**config.mk**
```make
export PLATFORM = sky130hd
export DESIGN_NAME = seat_access_scheduler
export DESIGN_NICKNAME = d
export VERILOG_FILES = /design/src/rtl/seat_pkg.sv /design/src/rtl/seat_rr_arbiter.sv /design/src/rtl/seat_access_scheduler.sv
export SDC_FILE = /design/constraint.sdc
export NUM_CORES = 2
export LEC_CHECK = 0
export CORE_MARGIN = 2
export CORE_UTILIZATION = 55
export CTS_BUF_LIST = sky130_fd_sc_hd__clkbuf_4 sky130_fd_sc_hd__clkbuf_8
export CTS_CLUSTER_SIZE = 10
export DETAILED_ROUTE_END_ITERATION = 6
export GPL_TIMING_DRIVEN = 0
export PLACE_DENSITY = 0.73
export SYNTH_ARGS = -nofsm -noshare
export SYNTH_HDL_FRONTEND = slang
export SYNTH_SLANG_ARGS = --single-unit
```
**constraint.sdc**
```tcl
create_clock -name clk -period 9.7 [get_ports clk]
set_clock_uncertainty 0.05 [all_clocks]
set_input_delay 1.94 -clock clk [delete_from_list [all_inputs] [get_ports clk]]
set_output_delay 1.94 -clock clk [all_outputs]
set_load 0.005 [all_outputs]
```
**src/rtl/seat_pkg.sv**
```systemverilog
// ---------------------------------------------------------------------------
// seat_pkg
// Shared types and widths for the seat access scheduler and its arbiter.
//   seat_state_t  : state of one seat in the seating memories
//   op_t          : kiosk operation code
//   resp_t        : response code returned to the kiosk with its ack
//   sched_state_t : scheduler FSM states
//   count_step()  : saturating up/down step for the occupied-seat counter
// ---------------------------------------------------------------------------
package seat_pkg;

    localparam int STUDENT_W = 25;
    localparam int SEAT_W    = 5;
    localparam int TIME_W    = 11;
    localparam int COUNT_W   = 6;

    typedef enum logic [1:0] {
        SEAT_EMPTY    = 2'b00,
        SEAT_OCCUPIED = 2'b01,
        SEAT_AWAY     = 2'b10,
        SEAT_RESERVED = 2'b11
    } seat_state_t;

    typedef enum logic [1:0] {
        OP_CHECKIN  = 2'b00,
        OP_AWAY     = 2'b01,
        OP_RETURN   = 2'b10,
        OP_CHECKOUT = 2'b11
    } op_t;

    typedef enum logic [1:0] {
        RESP_OK        = 2'b00,
        RESP_BAD_STATE = 2'b01,
        RESP_NOT_OWNER = 2'b10,
        RESP_RANGE     = 2'b11
    } resp_t;

    typedef enum logic [1:0] {
        ST_IDLE      = 2'b00,
        ST_GRANT_CHK = 2'b01,
        ST_COMMIT    = 2'b10,
        ST_RESP      = 2'b11
    } sched_state_t;

    // Counter never exceeds limit and never wraps below zero.
    function automatic logic [COUNT_W-1:0] count_step(
        input logic [COUNT_W-1:0] count,
        input logic               inc,
        input logic               dec,
        input logic [COUNT_W-1:0] limit
    );
        logic [COUNT_W-1:0] result;
        result = count;
        if (inc && !dec && (count < limit)) begin
            result = count + COUNT_W'(1);
        end else if (dec && !inc && (count != '0)) begin
            result = count - COUNT_W'(1);
        end
        return result;
    endfunction

endpackage

```
**src/rtl/seat_rr_arbiter.sv**
```systemverilog
// ---------------------------------------------------------------------------
// seat_rr_arbiter
// Round-robin arbiter over N_REQ requesters. The search starts at the
// internal pointer; on an advance strobe with a valid grant the pointer
// moves to the winner + 1 (mod N_REQ).
// Ports:
//   clk, rst     : clock, synchronous active-high reset (pointer -> 0)
//   req          : request vector
//   advance      : accept the current grant and move the pointer
//   grant        : one-hot grant
//   grant_idx    : index of the granted requester
//   grant_valid  : at least one request present
// ---------------------------------------------------------------------------
module seat_rr_arbiter #(
    parameter  int N_REQ = 4,
    localparam int IDX_W = (N_REQ > 1) ? $clog2(N_REQ) : 1
) (
    input  logic             clk,
    input  logic             rst,
    input  logic [N_REQ-1:0] req,
    input  logic             advance,
    output logic [N_REQ-1:0] grant,
    output logic [IDX_W-1:0] grant_idx,
    output logic             grant_valid
);

    logic [IDX_W-1:0] ptr_q, ptr_d;
    logic [IDX_W-1:0] cand;

    always_comb begin
        grant_valid = 1'b0;
        grant_idx   = '0;
        grant       = '0;
        cand        = '0;
        for (int i = 0; i < N_REQ; i++) begin
            cand = IDX_W'((int'(ptr_q) + i) % N_REQ);
            if (!grant_valid && req[cand]) begin
                grant_valid = 1'b1;
                grant_idx   = cand;
            end
        end
        if (grant_valid) begin
            grant[grant_idx] = 1'b1;
        end
    end

    always_comb begin
        ptr_d = ptr_q;
        if (advance && grant_valid) begin
            ptr_d = (grant_idx == IDX_W'(N_REQ - 1)) ? '0 : grant_idx + IDX_W'(1);
        end
    end

    always_ff @(posedge clk) begin
        if (rst) begin
            ptr_q <= '0;
        end else begin
            ptr_q <= ptr_d;
        end
    end

endmodule

```
**src/rtl/seat_access_scheduler.sv**
```systemverilog
// ---------------------------------------------------------------------------
// seat_access_scheduler
// Arbitrates kiosk seat transactions onto the single write port of the
// seating memories. Keeps a shadow seat-state/owner table, checks legality,
// issues at most one mem_write per transaction and acks the winning kiosk.
// Transaction timing: grant in IDLE at t, mem_write at t+2, ack at t+3.
// Optional feature macro: SEAT_AWAY_TIMEOUT_EN -- releases seats that have
// been AWAY for at least LIMIT_TIME timer units via an idle-time sweep.
// Ports:
//   clk, rst                 : clock, synchronous active-high reset
//   kiosk_req/op/student/seat: per-kiosk request and its payload (packed)
//   kiosk_ack, resp_code     : one-cycle ack to the winner and its response
//   mem_write, mem_student_no, mem_seat_no, mem_seat_state : memory write
//   time_in                  : free-running timer (timeout build only)
//   busy                     : FSM not in IDLE
//   occupied_count           : seats currently OCCUPIED or AWAY
// ---------------------------------------------------------------------------
module seat_access_scheduler
    import seat_pkg::*;
#(
    parameter int                N_KIOSK    = 4,
    parameter int                N_SEATS    = 32,
    parameter logic [TIME_W-1:0] LIMIT_TIME = 11'd60
) (
    input  logic                           clk,
    input  logic                           rst,
    input  logic [N_KIOSK-1:0]             kiosk_req,
    input  logic [N_KIOSK*2-1:0]           kiosk_op,
    input  logic [N_KIOSK*STUDENT_W-1:0]   kiosk_student,
    input  logic [N_KIOSK*SEAT_W-1:0]      kiosk_seat,
    output logic [N_KIOSK-1:0]             kiosk_ack,
    output logic [1:0]                     resp_code,
    output logic                           mem_write,
    output logic [STUDENT_W-1:0]           mem_student_no,
    output logic [SEAT_W-1:0]              mem_seat_no,
    output logic [1:0]                     mem_seat_state,
    input  logic [TIME_W-1:0]              time_in,
    output logic                           busy,
    output logic [COUNT_W-1:0]             occupied_count
);

    localparam int KIDX_W = $clog2(N_KIOSK);

    sched_state_t state_q, state_d;

    logic [KIDX_W-1:0]    kidx_q, kidx_d;
    op_t                  op_q, op_d;
    logic [STUDENT_W-1:0] student_q, student_d;
    logic [SEAT_W-1:0]    seat_q, seat_d;
    resp_t                resp_q, resp_d;
    logic                 legal_q, legal_d;
    seat_state_t          new_state_q, new_state_d;
    logic [STUDENT_W-1:0] new_owner_q, new_owner_d;
    logic                 sweep_txn_q, sweep_txn_d;
    logic [COUNT_W-1:0]   count_q, count_d;

    seat_state_t          seat_state_q [N_SEATS];
    seat_state_t          seat_state_d [N_SEATS];
    logic [STUDENT_W-1:0] owner_q      [N_SEATS];
    logic [STUDENT_W-1:0] owner_d      [N_SEATS];

    logic [N_KIOSK-1:0]   arb_grant;
    logic [KIDX_W-1:0]    arb_idx;
    logic                 arb_valid;

    logic [1:0]           grant_op;
    logic [STUDENT_W-1:0] grant_student;
    logic [SEAT_W-1:0]    grant_seat;

    logic                 in_range;
    logic                 owner_match;
    seat_state_t          cur_state;
    logic [STUDENT_W-1:0] cur_owner;
    resp_t                chk_resp;
    seat_state_t          chk_state;
    logic [STUDENT_W-1:0] chk_owner;

    logic                 sweep_fire;
    logic [SEAT_W-1:0]    sweep_seat;

    seat_rr_arbiter #(.N_REQ(N_KIOSK)) u_arb (
        .clk         (clk),
        .rst         (rst),
        .req         (kiosk_req),
        .advance     (state_q == ST_IDLE),
        .grant       (arb_grant),
        .grant_idx   (arb_idx),
        .grant_valid (arb_valid)
    );

    // One-hot mux of the winning kiosk's payload.
    always_comb begin
        grant_op      = '0;
        grant_student = '0;
        grant_seat    = '0;
        for (int k = 0; k < N_KIOSK; k++) begin
            if (arb_grant[k]) begin
                grant_op      = kiosk_op[k*2 +: 2];
                grant_student = kiosk_student[k*STUDENT_W +: STUDENT_W];
                grant_seat    = kiosk_seat[k*SEAT_W +: SEAT_W];
            end
        end
    end

    // Legality of the latched op against the shadow table.
    // Priority: RANGE, then BAD_STATE, then NOT_OWNER.
    always_comb begin
        cur_state   = SEAT_EMPTY;
        cur_owner   = '0;
        chk_resp    = RESP_OK;
        chk_state   = SEAT_EMPTY;
        chk_owner   = '0;
        in_range    = ({27'd0, seat_q} < 32'(N_SEATS));
        if (in_range) begin
            cur_state = seat_state_q[seat_q];
            cur_owner = owner_q[seat_q];
        end
        owner_match = (cur_owner == student_q);
        if (!in_range) begin
            chk_resp = RESP_RANGE;
        end else begin
            case (op_q)
                OP_CHECKIN: begin
                    if (cur_state != SEAT_EMPTY) chk_resp = RESP_BAD_STATE;
                    else begin
                        chk_state = SEAT_OCCUPIED;
                        chk_owner = student_q;
                    end
                end
                OP_AWAY: begin
                    if (cur_state != SEAT_OCCUPIED) chk_resp = RESP_BAD_STATE;
                    else if (!owner_match)          chk_resp = RESP_NOT_OWNER;
                    else begin
                        chk_state = SEAT_AWAY;
                        chk_owner = cur_owner;
                    end
                end
                OP_RETURN: begin
                    if (cur_state != SEAT_AWAY) chk_resp = RESP_BAD_STATE;
                    else if (!owner_match)      chk_resp = RESP_NOT_OWNER;
                    else begin
                        chk_state = SEAT_OCCUPIED;
                        chk_owner = cur_owner;
                    end
                end
                OP_CHECKOUT: begin
                    if ((cur_state != SEAT_OCCUPIED) && (cur_state != SEAT_AWAY)) chk_resp = RESP_BAD_STATE;
                    else if (!owner_match) chk_resp = RESP_NOT_OWNER;
                    else begin
                        chk_state = SEAT_EMPTY;
                        chk_owner = '0;
                    end
                end
                default: chk_resp = RESP_BAD_STATE;
            endcase
        end
    end

`ifdef SEAT_AWAY_TIMEOUT_EN
    logic [TIME_W-1:0] stamp_q [N_SEATS];
    logic [TIME_W-1:0] stamp_d [N_SEATS];
    logic [SEAT_W-1:0] sweep_ptr_q, sweep_ptr_d;
    logic [TIME_W-1:0] away_elapsed;
    logic              sweep_slot;

    // Elapsed time is taken mod 2^TIME_W so the free-running timer may wrap.
    always_comb begin
        sweep_slot   = (state_q == ST_IDLE) && !(|kiosk_req);
        away_elapsed = time_in - stamp_q[sweep_ptr_q];
        sweep_fire   = sweep_slot && (seat_state_q[sweep_ptr_q] == SEAT_AWAY) &&
                       (away_elapsed >= LIMIT_TIME);
        sweep_seat   = sweep_ptr_q;
    end

    // Pointer visits one seat per idle cycle; stamp captured on AWAY commit.
    always_comb begin
        sweep_ptr_d = sweep_ptr_q;
        stamp_d     = stamp_q;
        if (sweep_slot) begin
            sweep_ptr_d = (sweep_ptr_q == SEAT_W'(N_SEATS - 1)) ? '0 : sweep_ptr_q + SEAT_W'(1);
        end
        if ((state_q == ST_COMMIT) && legal_q && !sweep_txn_q && (op_q == OP_AWAY)) begin
            stamp_d[seat_q] = time_in;
        end
    end

    always_ff @(posedge clk) begin
        if (rst) begin
            sweep_ptr_q <= '0;
            for (int i = 0; i < N_SEATS; i++) begin
                stamp_q[i] <= '0;
            end
        end else begin
            sweep_ptr_q <= sweep_ptr_d;
            stamp_q     <= stamp_d;
        end
    end
`else
    logic unused_time;
    assign unused_time = ^{time_in, LIMIT_TIME};
    assign sweep_fire  = 1'b0;
    assign sweep_seat  = '0;
`endif

    // FSM state register.
    always_ff @(posedge clk) begin
        if (rst) begin
            state_q <= ST_IDLE;
        end else begin
            state_q <= state_d;
        end
    end

    // FSM next state; sweep releases skip the ack phase.
    always_comb begin
        state_d = state_q;
        case (state_q)
            ST_IDLE: begin
                if (arb_valid)       state_d = ST_GRANT_CHK;
                else if (sweep_fire) state_d = ST_COMMIT;
            end
            ST_GRANT_CHK: state_d = ST_COMMIT;
            ST_COMMIT:    state_d = sweep_txn_q ? ST_IDLE : ST_RESP;
            ST_RESP:      state_d = ST_IDLE;
            default:      state_d = ST_IDLE;
        endcase
    end

    // FSM outputs; rst forces them low so an aborted transaction never writes or acks.
    always_comb begin
        kiosk_ack      = '0;
        resp_code      = '0;
        mem_write      = 1'b0;
        mem_student_no = '0;
        mem_seat_no    = '0;
        mem_seat_state = '0;
        busy           = (state_q != ST_IDLE);
        occupied_count = count_q;
        if (!rst) begin
            case (state_q)
                ST_COMMIT: begin
                    if (legal_q) begin
                        mem_write      = 1'b1;
                        mem_student_no = new_owner_q;
                        mem_seat_no    = seat_q;
                        mem_seat_state = new_state_q;
                    end
                end
                ST_RESP: begin
                    if (!sweep_txn_q) begin
                        kiosk_ack[kidx_q] = 1'b1;
                        resp_code         = resp_q;
                    end
                end
                default: ;
            endcase
        end
    end

    // Transaction latch, legality result and shadow table update.
    always_comb begin
        kidx_d       = kidx_q;
        op_d         = op_q;
        student_d    = student_q;
        seat_d       = seat_q;
        resp_d       = resp_q;
        legal_d      = legal_q;
        new_state_d  = new_state_q;
        new_owner_d  = new_owner_q;
        sweep_txn_d  = sweep_txn_q;
        count_d      = count_q;
        seat_state_d = seat_state_q;
        owner_d      = owner_q;
        case (state_q)
            ST_IDLE: begin
                if (arb_valid) begin
                    kidx_d      = arb_idx;
                    op_d        = op_t'(grant_op);
                    student_d   = grant_student;
                    seat_d      = grant_seat;
                    sweep_txn_d = 1'b0;
                end else if (sweep_fire) begin
                    seat_d      = sweep_seat;
                    new_state_d = SEAT_EMPTY;
                    new_owner_d = '0;
                    legal_d     = 1'b1;
                    resp_d      = RESP_OK;
                    sweep_txn_d = 1'b1;
                end
            end
            ST_GRANT_CHK: begin
                resp_d      = chk_resp;
                legal_d     = (chk_resp == RESP_OK);
                new_state_d = chk_state;
                new_owner_d = chk_owner;
            end
            ST_COMMIT: begin
                if (legal_q) begin
                    seat_state_d[seat_q] = new_state_q;
                    owner_d[seat_q]      = new_owner_q;
                    count_d = count_step(count_q,
                                         !sweep_txn_q && (op_q == OP_CHECKIN),
                                         sweep_txn_q || (op_q == OP_CHECKOUT),
                                         COUNT_W'(N_SEATS));
                end
            end
            default: ;
        endcase
    end

    always_ff @(posedge clk) begin
        if (rst) begin
            kidx_q      <= '0;
            op_q        <= OP_CHECKIN;
            student_q   <= '0;
            seat_q      <= '0;
            resp_q      <= RESP_OK;
            legal_q     <= 1'b0;
            new_state_q <= SEAT_EMPTY;
            new_owner_q <= '0;
            sweep_txn_q <= 1'b0;
            count_q     <= '0;
            for (int i = 0; i < N_SEATS; i++) begin
                seat_state_q[i] <= SEAT_EMPTY;
                owner_q[i]      <= '0;
            end
        end else begin
            kidx_q       <= kidx_d;
            op_q         <= op_d;
            student_q    <= student_d;
            seat_q       <= seat_d;
            resp_q       <= resp_d;
            legal_q      <= legal_d;
            new_state_q  <= new_state_d;
            new_owner_q  <= new_owner_d;
            sweep_txn_q  <= sweep_txn_d;
            count_q      <= count_d;
            seat_state_q <= seat_state_d;
            owner_q      <= owner_d;
        end
    end

endmodule

```
# Word-level counts from Yosys, hierarchy flattened

Cells that the tools add are included.

Input port bits: 145
Bits in registers: 938
Word-level logic and storage cells: 214
Output and inout port bits: 46

Mux-type cells: 83
Order comparisons: 11
Equal/unequal tests: 11
Reductions and logical operators: 27
Bitwise operators: 1
Add/subtract/negate cells: 6

Operators with widths:

| operator                                                                      | count |
|---|---|
| 800-bit bitwise mux                                                           | 1 |
| 25-bit two-way mux                                                            | 14 |
| 25-bit binary-select mux with 5-bit select                                    | 1 |
| 25-bit demux with 5-bit select                                                | 1 |
| 25-bit case mux with 4 select lines                                           | 1 |
| 64-bit bitwise mux                                                            | 1 |
| 2-bit two-way mux                                                             | 24 |
| 5-bit two-way mux                                                             | 7 |
| 25-bit equality test                                                          | 1 |
| 2-bit case mux with 4 select lines                                            | 3 |
| 2-bit by 3-bit less-than comparator with 1-bit output (second input constant) | 6 |
| 1-bit two-way mux                                                             | 17 |
| 1-bit logical AND                                                             | 12 |
| 4-bit two-way mux                                                             | 3 |
| 6-bit two-way mux                                                             | 2 |
| 2-bit binary-select mux with 5-bit select                                     | 1 |
| 2-bit demux with 5-bit select                                                 | 1 |
| 2-bit equality test (second input constant)                                   | 5 |
| 1-bit binary-select mux with 2-bit select                                     | 4 |
| 6-bit by 1-bit adder with 6-bit output (second input constant)                | 1 |
| 6-bit greater-or-equal comparator (second input constant)                     | 1 |
| 2-bit logical NOT                                                             | 3 |
| 6-bit by 1-bit less-than comparator with 1-bit output (second input constant) | 1 |
| 6-bit less-than comparator (second input constant)                            | 1 |
| other kinds (14)                                                              | 27 |

# Depth between registers and ports, before layout

Depth after elaboration: 21
Gate-level depth with buffers: 18

# Hierarchy

Synthesis repeated with hierarchy kept, for this count alone.

Cells, all modules: 5304
Area, all modules: 41380.9 µm²

By module, submodules not included:

| module                | instances | cells each | area an instance (µm²) |
|---|---|---|---|
| seat_access_scheduler | 1         | 5270       | 41115.7 |
| seat_rr_arbiter       | 1         | 34         | 265.3 |

# Worst setup path after synthesis

OpenSTA, ideal clock, no wires.

Kind: input -> output
Start: input port rst
End: output port mem_student_no[15]
Path slack: 5.002 ns
Cell stages on the path: 4
Arrival time: 2.708 ns
Required time: 7.710 ns
Cell sequence: clkbuf_1 -> nor2_1 -> clkbuf_1 -> and2_1

Longest elaborated chain between the ends: 1

RTL lines:

| element            | RTL line                     | text |
|---|---|---|
| from (decl)        | seat_access_scheduler.sv:26  | `input logic rst,` |
| 25-bit two-way mux | seat_access_scheduler.sv:239 | `if (!rst) begin` |
| to (decl)          | seat_access_scheduler.sv:34  | `output logic [STUDENT_W-1:0] mem_student_no,` |

No other way between the ends.

# Worst setup path in the final report

Start: register seat_q[1]
End: output port mem_seat_no[1]

Longest elaborated chain between the ends: 3

RTL lines:

| element                | RTL line                     | text |
|---|---|---|
| from (decl)            | seat_access_scheduler.sv:49  | `logic [SEAT_W-1:0] seat_q, seat_d;` |
| from (signal assigned) | seat_access_scheduler.sv:331 | `seat_q <= seat_d;` |
| 5-bit two-way mux      | seat_access_scheduler.sv:242 | `if (legal_q) begin` |
| 5-bit two-way mux      | seat_access_scheduler.sv:240 | `case (state_q)` |
| 5-bit two-way mux      | seat_access_scheduler.sv:239 |  |
| to (decl)              | seat_access_scheduler.sv:35  | `output logic [SEAT_W-1:0] mem_seat_no,` |

No other way between the ends.

==> results by group <==
Finish
  • Filler cell count in the final layout: 6579
  • End-of-flow core utilization: 64.4%
  • Area occupied by registers: roughly 19000 um^2
  • Combined area of the multi-input logic cells: approximately 21000 um^2
  • Fraction of layout cells with a size suffix above 1: 7.47%
  • Final Net Count: between 5000 and 6000
  • Cell area after layout: 48100 um^2
  • Area Overhead vs Synth: 15.5%

Critical path
  • Kind of capture point of the worst setup path: primary output
  • Cell family contributing the most delay on the critical path: buffers and inverters
  • Startpoint of the most critical register-to-register path: seat_q[1]
  • Critical path arrival: slightly below 5000 ps
  • Crit path largest cell delay: between 800 and 900 ps
  • Data required time at the worst endpoint: 7710 ps
  • Maximum fanout encountered on the critical timing path: 10
  • Slack of the worst reg-to-reg path: ~3000 ps
  • Critical path buffer and inverter count: 8
  • Critical path, cell by cell: clkbuf_1, buf_6, buf_6, buf_6, buf_6, buf_2, buf_1, and2_1, clkdlybuf4s50_1
  • RR Endpoint: new_owner_q[16]
  • Startpoint kind of the worst setup timing path: flip-flop
  • Startpoint-to-endpoint class of the critical path: reg2out
  • CP max stage cell: sky130_fd_sc_hd__buf_1
  • Worst R2R Path Depth: 16
  • Dominant cell type by count on the critical path: sky130_fd_sc_hd__buf_6

CTS
  • Post-CTS Setup Inserts: 0
  • Number of buffers inserted during clock tree synthesis: around 160
  • Register clock-pin slew on the reported worst setup and hold paths: roughly 60 ps
  • Clock root buffer master: sky130_fd_sc_hd__clkbuf_8
  • Maximum level of the CTS H-tree: 4
  • Clock tree from TritonCTS: yes
  • Clock Latency Late Sink: around 910 ps
  • Hold-fix buffer count after cts: 0
  • Post-CTS resize count: 0
  • Maximum buffer depth of the clock tree: 3
  • Sink Count: between 900 and 1000

Timing
  • Setup tns final: 0 ps
  • Worst hold slack across all endpoints: 403 ps
  • Final Hold Viols: 0
  • Final max-slew violation count: 83
  • F_max: 147 MHz
  • Slew @ Worst Pin: ~1700 ps
  • Tightest slew margin relative to the limit: -15.2%
  • Final critical-path share of the clock period: 70.2%
  • Setup repair after global routing missed its margin: no
  • Min Tclk post-route: 6800 ps
  • Total setup violations reported at the end of the flow: 0

Yosys
  • Count of unique library cells instantiated by Yosys: 58
  • Share of the synthesized area in the top cell type: between 40% and 50%
  • Post-synth EDFFs: 0
  • Cell Area, Synth: 41600 um^2
  • Top cell types by occurrence after synthesis: 1787 x sky130_fd_sc_hd__nand2_1, 949 x sky130_fd_sc_hd__a21oi_1, 938 x sky130_fd_sc_hd__dfxtp_1
  • Net Count, Synth: 5490
  • Area leader, netlist: sky130_fd_sc_hd__dfxtp_1
  • Leading register cell type out of synthesis: sky130_fd_sc_hd__dfxtp_1
  • FFs w/ async S/R, synth: 0%
  • Ys Warns: 0
  • Most repeated cell in the gate-level netlist after synthesis: sky130_fd_sc_hd__nand2_1
  • Gate count after technology mapping: roughly 5300
  • Post-synthesis sequential area ratio: ~45%
  • Cell types occupying the most area after synthesis: sky130_fd_sc_hd__dfxtp_1 45%, sky130_fd_sc_hd__nand2_1 16%, sky130_fd_sc_hd__a21oi_1 11%, sky130_fd_sc_hd__mux2i_1 9.4%, sky130_fd_sc_hd__clkbuf_1 3.4%
  • Synth Register Bits: between 900 and 1000
  • Synthesized area per cell: between 7 and 8 um^2

Global routing
  • Number of global-route vias before repair: about 41000
  • Aggregate global-route resource usage: a little over half
  • Remaining Overflow, GRT: 0
  • Pin count of the biggest net entering global routing: 17
  • Wire length of the first global-routing pass: approximately 300000 um
  • Antenna violations before repair: 13

Floorplan
  • Die span in x: roughly 280 um
  • Die height: approximately 280 um
  • Starting Density: a little under three fifths
  • Cell row count: 100
  • Std-Cell Core Area: 74700 um^2
  • Total Die Area: approximately 80000 um^2
  • Top-level I/O count: 191

Routing
  • Number of vias after detailed routing: roughly 45000
  • Final routed wire length divided by cell count: about 32 um
  • Number of vias per cell after detailed routing: roughly 6.7
  • Count of unresolved DRC violations after routing: between 40 and 50
  • Violation count after the first detailed-route iteration: between 8000 and 9000
  • First-pass iteration count of the detailed router: 7
  • Detail Route Antenna Nets: 0
  • Detailed Route WL: ~220000 um

Hold path
  • Worst hold path class: reg2reg
  • Endpoint of the worst hold path: seat_state_q[40]
  • Launch point of the worst hold path: seat_state_q[40]
  • Number of cells traversed by the worst hold path: 2

Place
  • Total cell area at the placement stage: approximately 45000 um^2
  • IO Port Bufs: around 180
  • Global placement routability congestion: roughly 1.1
  • DP Wirelength: roughly 160000 um

Status
  • Outcome: finished, violations left
  • Violated checks: design-rule violations, max-capacitance violations, max-slew violations

Power
  • Static Leak: approximately 15 nW
  • Worst vdd rail ir drop: approximately 0.00021 V
  • Total Power Consumption: between 10 and 15 mW
  • Power density over cell area: 220 nW/um^2

Job
  • Number of maximum-capacitance violations: 11
[worst max-delay path by stage]
stage | start | end | slack (ps) | cells past startpoint
global route | seat_q[1] | new_owner_q[16] | 2960 | 16
floorplan | rst | mem_student_no[15] | 5000 | 4
global placement | seat_q[1] | new_owner_q[16] | 3460 | 16
CTS | seat_q[1] | mem_seat_no[1] | 3240 | 9
finish | seat_q[1] | mem_seat_no[1] | 2900 | 9
detailed placement | seat_q[1] | new_owner_q[16] | 3470 | 16
[stage by stage]
| stage | worst slack, ps | std cells |
|---|---|---|
| after floorplan | 5000 | 5328 |
| after global placement | 3460 | 6475 |
| after detailed placement | 3470 | 6479 |
| after CTS | 3240 | 6747 |
| after global routing | 2960 | 6750 |
| final | 2900 | 6760 |
[cells by family after synthesis]
group / after synthesis / share of synthesized area (%)
and+or+nand+nor: 2094 / 20.5
AOI/OAI and AO/OA: 1314 / 17.4
xor gates and xnor gates: 9 / 0.189
buffers and inverters: 540 / 5.61
muxes: 416 / 10.7
DFF: 938 / 45.1
adders and majority gates: 17 / 0.529
[layout by cell type (no fill, tap or decap), types with 24 or more instances in the layout]
master                            netlist  final
sky130_fd_sc_hd__clkdlybuf4s50_1        0    178
sky130_fd_sc_hd__a22oi_1               62     62
sky130_fd_sc_hd__o21ai_0               31     31
sky130_fd_sc_hd__clkbuf_8               0    199
sky130_fd_sc_hd__mux2i_1              390    390
sky130_fd_sc_hd__o22ai_1              198    198
sky130_fd_sc_hd__or4_1                 27     27
sky130_fd_sc_hd__buf_2                 50     52
sky130_fd_sc_hd__nand2_1             1787   1787
sky130_fd_sc_hd__dfxtp_1              938    938
sky130_fd_sc_hd__buf_4                 25     25
sky130_fd_sc_hd__clkbuf_4               0     50
sky130_fd_sc_hd__clkbuf_1             377    377
sky130_fd_sc_hd__a221oi_1              32     32
sky130_fd_sc_hd__and2_1                39     39
sky130_fd_sc_hd__inv_1                 46     46
sky130_fd_sc_hd__a21oi_1              949    949
sky130_fd_sc_hd__mux4_2                24     24
sky130_fd_sc_hd__nor2_1               122    120
[registers in the layout (all words and copies together), names as in the netlist]
register	flops
owner_q	800
seat_state_q	64
new_owner_q	25
student_q	25
occupied_count	6
seat_q	5
kidx_q	2
new_state_q	2
op_q	2
resp_q	2
state_q	2
u_arb.ptr_q	2
legal_q	1
[layer usage]
metal / up-vias / global-route usage (%) / wire length (um)
met5: - / 1.13 / 210
met4: 10 / 42.0 / 21100
met3: 1126 / 30.4 / 39400
met2: 4091 / 72.4 / 82100
met1: 21200 / 64.7 / 76400
li1: 18700 / - / -
[worst register-to-register path, cell delays in order (launching register included)]
cell and delay (ps):
sky130_fd_sc_hd__dfxtp_1 340, sky130_fd_sc_hd__clkbuf_1 160, sky130_fd_sc_hd__buf_6 170, sky130_fd_sc_hd__buf_6 350
sky130_fd_sc_hd__buf_6 390, sky130_fd_sc_hd__buf_6 390, sky130_fd_sc_hd__buf_2 590, sky130_fd_sc_hd__buf_1 830
sky130_fd_sc_hd__mux4_2 440, sky130_fd_sc_hd__mux2i_1 280, sky130_fd_sc_hd__o2111a_1 400, sky130_fd_sc_hd__ha_1 200
sky130_fd_sc_hd__nand3b_1 150, sky130_fd_sc_hd__a21oi_1 1050, sky130_fd_sc_hd__clkbuf_1 520, sky130_fd_sc_hd__o21ai_0 230
sky130_fd_sc_hd__o21ai_2 150
[where the power goes]
part	total (mW)	switching, mW	internal, mW	leakage (nW)
combinational	2.67	1.98	0.697	5.75
sequential	4.02	0.100	3.92	7.56
clock	3.87	1.80	2.08	1.78
[layout make-up]
type / count / share of cell area, %
Multi-Input combinational cell: 3850 / 42.7
Sequential cell: 938 / 39.1
Clock buffer: 249 / 6.48
Buffer: 494 / 4.50
Timing Repair Buffer: 184 / 3.84
Tap cell: 969 / 2.52
Clock inverter: 19 / 0.502
Inverter: 46 / 0.359
Antenna cell: 11 / 0.0572
(Power assumes the default switching activity.)
